$ cat src/rtl/prot_fault_monitor_if.sv
// Board-side and host-side signals of the protection fault monitor.
// master: protection board + host; slave: the monitor itself.
interface prot_fault_monitor_if;
  logic        fault_in;
  logic        relay_en_in;
  logic        irq_ack;
  logic        clear_count;
  logic        fault_active;
  logic        stuck;
  logic [15:0] trip_count;
  logic [23:0] last_fault_len;
  logic        unexpected_open;
  logic        irq;

  modport master (
    output fault_in, relay_en_in, irq_ack, clear_count,
    input  fault_active, stuck, trip_count, last_fault_len, unexpected_open, irq
  );

  modport slave (
    input  fault_in, relay_en_in, irq_ack, clear_count,
    output fault_active, stuck, trip_count, last_fault_len, unexpected_open, irq
  );
endinterface

$ cat src/rtl/prot_fault_monitor.sv
// Qualifies the async fault line, tracks relay re-close, counts trips and raises a level irq.
// Latency: 2 sync cycles + GLITCH_CYCLES to FAULT; no backpressure, host clears irq by pulse.
module prot_fault_monitor #(
  parameter int unsigned GLITCH_CYCLES   = 4,
  parameter int unsigned RECLOSE_TIMEOUT = 1000
) (
  input  logic                 clk,
  input  logic                 rst_n,
  prot_fault_monitor_if.slave  mon
);

  typedef enum logic [1:0] {IDLE, FAULT, WAIT_RECLOSE, STUCK} state_t;

  localparam logic [7:0]  QUAL_LAST = 8'(GLITCH_CYCLES - 1);
  localparam logic [19:0] TMR_LAST  = 20'(RECLOSE_TIMEOUT - 1);

  state_t      state, state_nxt;
  logic        fault_meta, fault_s, relay_meta, relay_s;
  logic [7:0]  qual_cnt;
  logic        qualified;
  logic [19:0] reclose_tmr, reclose_tmr_nxt;
  logic [15:0] trip_cnt, trip_cnt_nxt;
  logic [23:0] flen_cnt, flen_cnt_nxt;
  logic [23:0] last_len, last_len_nxt;
  logic        relay_seen;
  logic        uo, uo_nxt, uo_set;
  logic        irq_q, irq_nxt;
  logic        fault_entry, fault_exit, stuck_entry;

  always_ff @(posedge clk or negedge rst_n) begin
    if (!rst_n) begin
      fault_meta <= 1'b0;
      fault_s    <= 1'b0;
      relay_meta <= 1'b0;
      relay_s    <= 1'b0;
    end else begin
      fault_meta <= mon.fault_in;
      fault_s    <= fault_meta;
      relay_meta <= mon.relay_en_in;
      relay_s    <= relay_meta;
    end
  end

  // Counts previous consecutive high cycles, so equality fires exactly once per fault.
  assign qualified = fault_s && (qual_cnt == QUAL_LAST);

  always_ff @(posedge clk or negedge rst_n) begin
    if (!rst_n) begin
      qual_cnt <= '0;
    end else if (!fault_s) begin
      qual_cnt <= '0;
    end else if (qual_cnt != 8'hFF) begin
      qual_cnt <= qual_cnt + 8'd1;
    end
  end

  always_comb begin
    state_nxt       = state;
    reclose_tmr_nxt = reclose_tmr;
    case (state)
      IDLE: begin
        if (qualified) state_nxt = FAULT;
      end
      FAULT: begin
        if (!fault_s) begin
          state_nxt       = WAIT_RECLOSE;
          reclose_tmr_nxt = '0;
        end
      end
      WAIT_RECLOSE: begin
        if (qualified) begin
          state_nxt = FAULT;
        end else if (relay_s) begin
          state_nxt = IDLE;
        end else if (reclose_tmr == TMR_LAST) begin
          state_nxt = STUCK;
        end else begin
          reclose_tmr_nxt = reclose_tmr + 20'd1;
        end
      end
      STUCK: begin
        if (qualified) begin
          state_nxt = FAULT;
        end else if (relay_s) begin
          state_nxt = IDLE;
        end
      end
      default: state_nxt = IDLE;
    endcase
  end

  assign fault_entry = (state != FAULT) && (state_nxt == FAULT);
  assign fault_exit  = (state == FAULT) && (state_nxt != FAULT);
  assign stuck_entry = (state != STUCK) && (state_nxt == STUCK);

  // An open relay only counts as unexpected once it has been seen closed since reset.
  assign uo_set = (state == IDLE) && !relay_s && (qual_cnt == 8'd0) && relay_seen;

  always_comb begin
    flen_cnt_nxt = flen_cnt;
    if (fault_entry) begin
      flen_cnt_nxt = 24'd1;
    end else if ((state == FAULT) && (flen_cnt != 24'hFFFFFF)) begin
      flen_cnt_nxt = flen_cnt + 24'd1;
    end

    last_len_nxt = fault_exit ? flen_cnt : last_len;

    // Clear first, then count, so a clear coinciding with a trip leaves 1.
    trip_cnt_nxt = mon.clear_count ? 16'd0 : trip_cnt;
    if (fault_entry && (trip_cnt_nxt != 16'hFFFF)) begin
      trip_cnt_nxt = trip_cnt_nxt + 16'd1;
    end

    uo_nxt  = uo_set | (uo & ~mon.clear_count);
    irq_nxt = fault_entry | stuck_entry | (uo_set & ~uo) | (irq_q & ~mon.irq_ack);
  end

  always_ff @(posedge clk or negedge rst_n) begin
    if (!rst_n) begin
      state       <= IDLE;
      reclose_tmr <= '0;
      trip_cnt    <= '0;
      flen_cnt    <= '0;
      last_len    <= '0;
      relay_seen  <= 1'b0;
      uo          <= 1'b0;
      irq_q       <= 1'b0;
    end else begin
      state       <= state_nxt;
      reclose_tmr <= reclose_tmr_nxt;
      trip_cnt    <= trip_cnt_nxt;
      flen_cnt    <= flen_cnt_nxt;
      last_len    <= last_len_nxt;
      relay_seen  <= relay_seen | relay_s;
      uo          <= uo_nxt;
      irq_q       <= irq_nxt;
    end
  end

  assign mon.fault_active    = (state == FAULT);
  assign mon.stuck           = (state == STUCK);
  assign mon.trip_count      = trip_cnt;
  assign mon.last_fault_len  = last_len;
  assign mon.unexpected_open = uo;
  assign mon.irq             = irq_q;

endmodule
$ cat src/flat_wrapper.sv
// flat-port wrapper written by rule: the top's interface ports become plain ports
module prot_fault_monitor_flat 
#(
  parameter int unsigned GLITCH_CYCLES   = 4,
  parameter int unsigned RECLOSE_TIMEOUT = 1000
)
  (clk, rst_n, mon_fault_in, mon_relay_en_in, mon_irq_ack, mon_clear_count, mon_fault_active, mon_stuck, mon_trip_count, mon_last_fault_len, mon_unexpected_open, mon_irq);
  prot_fault_monitor_if mon_i ();
  input  logic clk;
  input  logic rst_n;
  input wire logic [$bits(mon_i.fault_in)-1:0] mon_fault_in;
  input wire logic [$bits(mon_i.relay_en_in)-1:0] mon_relay_en_in;
  input wire logic [$bits(mon_i.irq_ack)-1:0] mon_irq_ack;
  input wire logic [$bits(mon_i.clear_count)-1:0] mon_clear_count;
  output wire logic [$bits(mon_i.fault_active)-1:0] mon_fault_active;
  output wire logic [$bits(mon_i.stuck)-1:0] mon_stuck;
  output wire logic [$bits(mon_i.trip_count)-1:0] mon_trip_count;
  output wire logic [$bits(mon_i.last_fault_len)-1:0] mon_last_fault_len;
  output wire logic [$bits(mon_i.unexpected_open)-1:0] mon_unexpected_open;
  output wire logic [$bits(mon_i.irq)-1:0] mon_irq;
  assign mon_i.fault_in = mon_fault_in;
  assign mon_i.relay_en_in = mon_relay_en_in;
  assign mon_i.irq_ack = mon_irq_ack;
  assign mon_i.clear_count = mon_clear_count;
  assign mon_fault_active = mon_i.fault_active;
  assign mon_stuck = mon_i.stuck;
  assign mon_trip_count = mon_i.trip_count;
  assign mon_last_fault_len = mon_i.last_fault_len;
  assign mon_unexpected_open = mon_i.unexpected_open;
  assign mon_irq = mon_i.irq;
  prot_fault_monitor #(.GLITCH_CYCLES(GLITCH_CYCLES), .RECLOSE_TIMEOUT(RECLOSE_TIMEOUT)) u_core (.clk(clk), .rst_n(rst_n), .mon(mon_i));
endmodule
$ cat config.mk
export PLATFORM = sky130hd
export DESIGN_NAME = prot_fault_monitor_flat
export DESIGN_NICKNAME = d
export VERILOG_FILES = /design/src/rtl/prot_fault_monitor_if.sv /design/src/rtl/prot_fault_monitor.sv /design/src/flat_wrapper.sv
export SDC_FILE = /design/constraint.sdc
export NUM_CORES = 1
export LEC_CHECK = 0
export CAP_MARGIN = 20
export CORE_UTILIZATION = 40
export DETAILED_ROUTE_END_ITERATION = 8
export GPL_TIMING_DRIVEN = 0
export PLACE_DENSITY = 0.61
export SETUP_SLACK_MARGIN = 0.3
export SLEW_MARGIN = 20
export SYNTH_ARGS = -nofsm -noshare
export SYNTH_HDL_FRONTEND = slang
export SYNTH_SLANG_ARGS = --single-unit
$ cat constraint.sdc
create_clock -name clk -period 6.8 [get_ports clk]
set_input_delay 0.68 -clock clk [delete_from_list [all_inputs] [get_ports clk]]
set_output_delay 0.68 -clock clk [all_outputs]
set_load 0.1 [all_outputs]
## After elaboration in Yosys (flattened, before gate mapping)

Index checks and enable logic that the tools add are counted.

| word-level totals | value |
|---|---|
| output and inout bits | 44 |
| input port bits | 6 |
| flip-flop bits (word level) | 101 |
| word-level logic and storage cells | 80 |

| cells by class | value |
|---|---|
| bitwise operators | 11 |
| equal/unequal tests | 18 |
| mux-type cells | 19 |
| reductions and logical operators | 15 |
| $add $sub $neg | 4 |

Operators with widths:

| cell | count |
|---|---|
| 2-to-1 mux 20 bit | 4 |
| 2-to-1 mux 24 bit | 2 |
| one-hot mux 20 bit (2 select lines) | 1 |
| 2-to-1 mux 16 bit | 2 |
| adder 24 x 1 -> 24 bit (second input constant) | 1 |
| inequality test 24 bit (second input constant) | 1 |
| adder 20 x 1 -> 20 bit (second input constant) | 1 |
| == test 20 x 10 -> 1 bit (second input constant) | 1 |
| adder 16 x 1 -> 16 bit (second input constant) | 1 |
| 2-to-1 mux 8 bit | 2 |
| inequality test 16 bit (second input constant) | 1 |
| 2-to-1 mux 2 bit | 7 |
| inequality test 2 bit (second input constant) | 6 |
| logical AND 1 bit | 9 |
| adder 8 x 1 -> 8 bit (second input constant) | 1 |
| == test 8 x 2 -> 1 bit (second input constant) | 1 |
| logical NOT 8 bit | 1 |
| inequality test 8 bit (second input constant) | 1 |
| one-hot mux 2 bit (4 select lines) | 1 |
| == test 2 bit (second input constant) | 3 |
| OR 1 bit | 5 |
| AND reduction 5 bit | 1 |
| == test 2 x 1 -> 1 bit (second input constant) | 2 |
| inequality test 2 x 1 -> 1 bit (second input constant) | 2 |
| 5 further kinds | 10 |

## Depth between registers and ports, before layout

| depth | value |
|---|---|
| depth in word-level cells | 10 |
| depth in mapped cells | 9 |
| depth with buffers taken out | 8 |

## Least setup slack after synthesis

OpenSTA, ideal clock, no wires.

| path | value |
|---|---|
| path type | register -> register |
| start point | reg u_core.state[1] |
| end point | reg u_core.last_len[10] (netlist: u_core.mon.last_fault_len[10]) |
| required time | 6.672 ns |
| buffers on the path | 1 |
| period minus slack after synthesis | 2.942 ns |
| arrival | 2.814 ns |
| setup time | 0.128 ns |
| stages on the path, launching flop included | 9 |
| setup slack | 3.858 ns |
| cell sequence | dfrtp_1 > inv_1 > ha_1 > o21ai_0 > o211a_1 > o32ai_4 > o21ai_4 > buf_4 > mux2_1 |

| between the ends | value |
|---|---|
| elaborated cells between the ends (all ways) | 14 |
| those cells by class | eq/ne: 4; mux: 8; reduce/logical: 2 |

RTL lines:

| item | line | text |
|---|---|---|
| start: declaration | prot_fault_monitor.sv:17 | `state_t state, state_nxt;` |
| start signal: assignment | prot_fault_monitor.sv:130 | `state <= state_nxt;` |
| == test 2 x 1 -> 1 bit (*) | n/a |  |
| net mon_fault_active | flat_wrapper.sv:15 | `output wire logic [$bits(mon_i.fault_active)-1:0] mon_fault_active;` |
| one-hot mux 2 bit (4 select lines) | prot_fault_monitor.sv:60 | `case (state)` |
| inequality test 2 x 1 -> 1 bit | prot_fault_monitor.sv:93 | `assign fault_exit = (state == FAULT) && (state_nxt != FAULT);` |
| logical AND 1 bit (*) | prot_fault_monitor.sv:93 |  |
| end signal: assignment | prot_fault_monitor.sv:134 | `last_len <= last_len_nxt;` |
| end: declaration | prot_fault_monitor.sv:24 | `logic [23:0] last_len, last_len_nxt;` |

Mark *: on every way through the listed nets, which the timed path passes. The rest lies on a longest branch.
A chain may end at the register's enable or synchronous reset.

## Final worst setup path

| path | value |
|---|---|
| start point | in mon_clear_count |
| end point | reg u_core.trip_cnt[1] (netlist: u_core.mon.trip_count[1]) |

| between the ends | value |
|---|---|
| cells in the longest elaborated chain, start to end | 4 |
| elaborated cells between the ends (all ways) | 5 |
| those cells by class | add/sub: 1; eq/ne: 1; mux: 2; reduce/logical: 1 |

RTL lines:

| item | line | text |
|---|---|---|
| start: declaration | flat_wrapper.sv:14 | `input wire logic [$bits(mon_i.clear_count)-1:0] mon_clear_count;` |
| 2-to-1 mux 16 bit (*) | prot_fault_monitor.sv:110 | `trip_cnt_nxt = mon.clear_count ? 16'd0 : trip_cnt;` |
| parallel branches: the longest is 2 deep, another holds adder 16 x 1 -> 16 bit | n/a |  |
| 2-to-1 mux 16 bit (*) | prot_fault_monitor.sv:111 | `if (fault_entry && (trip_cnt_nxt != 16'hFFFF)) begin` |
| net u_core.trip_cnt_nxt[1] | prot_fault_monitor.sv:22 | `logic [15:0] trip_cnt, trip_cnt_nxt;` |
| end signal: assignment | prot_fault_monitor.sv:132 | `trip_cnt <= trip_cnt_nxt;` |
| end: declaration | prot_fault_monitor.sv:22 |  |

Mark *: on every way through the listed nets, which the timed path passes.

==> flow_summary.json <==
{
  "crit_slowest_cell": "a21oi_1",
  "synth_area_mm2": 0.00510,
  "synth-adder-area-share": 0.0245,
  "tightest_slew_ns": 0.986,
  "leakagePower_nw": 2.61,
  "power_density_mw_per_mm2": 259,
  "wire_per_inst_um": 15.2,
  "crit_path_start": "mon_clear_count",
  "crit_fanout": 10,
  "synthXorXnorAreaFrac": 0.0755,
  "ctsHtreeMaxLevel": 3,
  "hp-class": "input pin to asynchronous set/reset pin",
  "cts.repair.resized": 0,
  "min_period_ns": 3.48,
  "clkSinkCount": 101,
  "grt_pass1_wl_um": 18800,
  "die_y_um": 115,
  "rows": 40,
  "synth_top_family_by_area": "simple AND/OR/NAND/NOR gates",
  "die-area_mm2": 0.0132,
  "synth_ff_type": "dfrtp_1",
  "fmax_ghz": 0.288,
  "final_cell_mix": "101 x dfrtp_1, 52 x nor2_1, 48 x clkdlybuf4s50_1",
  "synth_compound_area_frac": 0.0866,
  "setup_viol": 0,
  "setup.worst_path.end": "u_core.mon.trip_count[1]",
  "cts_buffer_depth": 2,
  "synth_nets": 508,
  "yosys.area_share.simple": 0.229,
  "cap_violations": 0,
  "ant_nets": 0,
  "slew_viol_final": 0,
  "rr_endpoint": "u_core.mon.trip_count[1]",
  "hold_viol": 0,
  "drive_gt1_frac": 0.0699,
  "slew_headroom": 0.340,
  "cts_made_buffers": 9,
  "crit_arrival_ns": 3.71,
  "track_usage": 0.182,
  "syn_inst": 492,
  "clkLatencyLatePin_ns": 0.35,
  "area_growth_pct": 19.6,
  "rr_worst_depth": 8,
  "cts_tree": "yes",
  "tns_ns": 0,
  "layout_commonest_cell": "dfrtp_1",
  "required_ns": 7.03,
  "first_pass_iters": 4,
  "yosysSeqAreaShare": 0.495,
  "drc": 0,
  "cts_setup_buffers": 0,
  "root_buffer": "clkbuf_16",
  "routed_via_density": 5.38,
  "synth_mux_area_frac": 0.0633,
  "synth_warnings": 0,
  "port_buffers": 49,
  "top_level_ports": 50,
  "outcome": "completed",
  "fin_skew_ns": 0.00483,
  "overflow": 0,
  "dieWidth_um": 115,
  "initial_utilization": 0.418,
  "grt_max_degree": 75,
  "synth-seq-cells": 101,
  "crit_path_start_kind": "input pin",
  "timing_worst_setup_path_type": "input pin to flop",
  "stdcell_count": 726,
  "rsz0062_at_grt": "false",
  "cpPeakStageDelay_ns": 0.57,
  "cp_num_buf_inv": 2,
  "cpLargestDelayFamily": "simple AND/OR/NAND/NOR gates",
  "synth_cell_type_count": 57,
  "cts_hold_buffers": 0,
  "crit_cells": 10,
  "placed_cells": 710,
  "fin_nets": 569,
  "ir_drop_mv": 0.177,
  "clk_pin_slew_ns": 0.06,
  "grt_pass1_vias": 3779,
  "drt_iter0_drc": 214,
  "wirelength_um": 11000,
  "reg2reg_from": "u_core.mon.trip_count[1]",
  "core_mm2": 0.0122,
  "cp_cell_sequence": "clkdlybuf4s50_1 > clkbuf_1 > nor2b_1 > ha_1 > nand4b_1 > nor3_1 > a21oi_1 > nand3_1 > nor2_1 > mux2_2",
  "antennaDiodeCount": 0,
  "antenna_found_initial": 0,
  "post-dp-hpwl_um": 7750,
  "finalWeightedCongestion": 0.792,
  "vias": 3905,
  "period_share": 0.511,
  "synth_edf_count": 0,
  "cp-end-kind": "flop",
  "synthArstFlopShare": 1.00,
  "syn_area_per_cell_um2": 10.4,
  "r2r_setup_slack_ns": 4.06
}
metrics by stage:
step           worst slack [ns]  hold slack, ns  area (um2)  total power, W  utilization
2_1_floorplan              3.86           0.331        5100        0.000990            -
3_3_place_gp               1.24           0.333        5800         0.00110        0.475
3_5_place_dp               3.02           0.340        5830         0.00111        0.477
4_1_cts                    3.37           0.202        6100         0.00159        0.500
5_1_grt                    3.14           0.216        6100         0.00165        0.500
6_report                   3.32           0.194        6100         0.00158        0.500
worst min path at each step:
stage	start	endpoint	cells after the start
after floorplan	u_core.fault_meta	u_core.fault_s	0
after global placement	u_core.fault_meta	u_core.fault_s	0
after detailed placement	u_core.fault_meta	u_core.fault_s	0
after CTS	rst_n	u_core.reclose_tmr[1]	1
after global routing	rst_n	u_core.reclose_tmr[1]	1
final	rst_n	u_core.reclose_tmr[1]	1
state kept, by name, summed over array words and instances, names as in the netlist, 2 cells and up:
register and flops:
u_core.reclose_tmr 20, u_core.mon.trip_count 16, u_core.mon.last_fault_len 24, u_core.flen_cnt 24
u_core.qual_cnt 8, u_core.state 2
worst register-to-register path, cell delays in order (launching register included):
cell      delay (ns)
dfrtp_1         0.39
nor2b_1         0.16
ha_1            0.29
nand4b_1        0.13
nor3_1          0.10
a21oi_1         0.57
nand3_1         0.36
nor2_1          0.28
mux2_2          0.36
cells in the mapped netlist (7+ instances only):
library cell	n	share of area
o31ai_1	7	0.010
dfrtp_1	101	0.50
and3_1	18	0.022
nor3_1	20	0.020
nand3_1	29	0.028
nand4_1	21	0.026
a21oi_1	12	0.012
mux2_1	20	0.044
a31oi_1	8	0.0098
nand2b_1	9	0.011
o21ai_0	12	0.012
xor2_1	16	0.027
clkbuf_1	10	0.0074
xnor2_1	28	0.048
inv_1	12	0.0088
nor2_1	52	0.038
nand2_1	23	0.017
ha_1	10	0.025
power breakdown:
part / leakage [nW] / switching [W] / internal, W
logic: 1.10 / 0.000317 / 0.000121
clock network: 0.130 / 0.000222 / 0.000259
registers: 1.38 / 0.0000307 / 0.000631
total: 2.61 / 0.000569 / 0.00101
cell type report:
class	instances	area (um2)
fillers	1175	6110
flip-flops and latches	101	2530
multi-input cells	361	2440
repair buffers	50	519
clock buffers	13	250
well taps	168	210
plain buffers	18	86.3
inverters	12	45.0
clock inverters	3	21.3
kinds of logic after synthesis:
group | count (synthesis)
muxes | 29
AOI/OAI and AO/OA | 63
and+or+nand+nor | 215
buffers and inverters | 30
xor gates and xnor gates | 44
DFF | 101
adders and majority gates | 10
routing by layer:
| layer | track usage | routed length (um) |
|---|---|---|
| met1 | 0.265 | 5610 |
| met2 | 0.267 | 4760 |
| met3 | 0.0311 | 455 |
| met4 | 0.0762 | 194 |
| met5 | 0 | 0 |
Power figures use the tool's default switching activity.
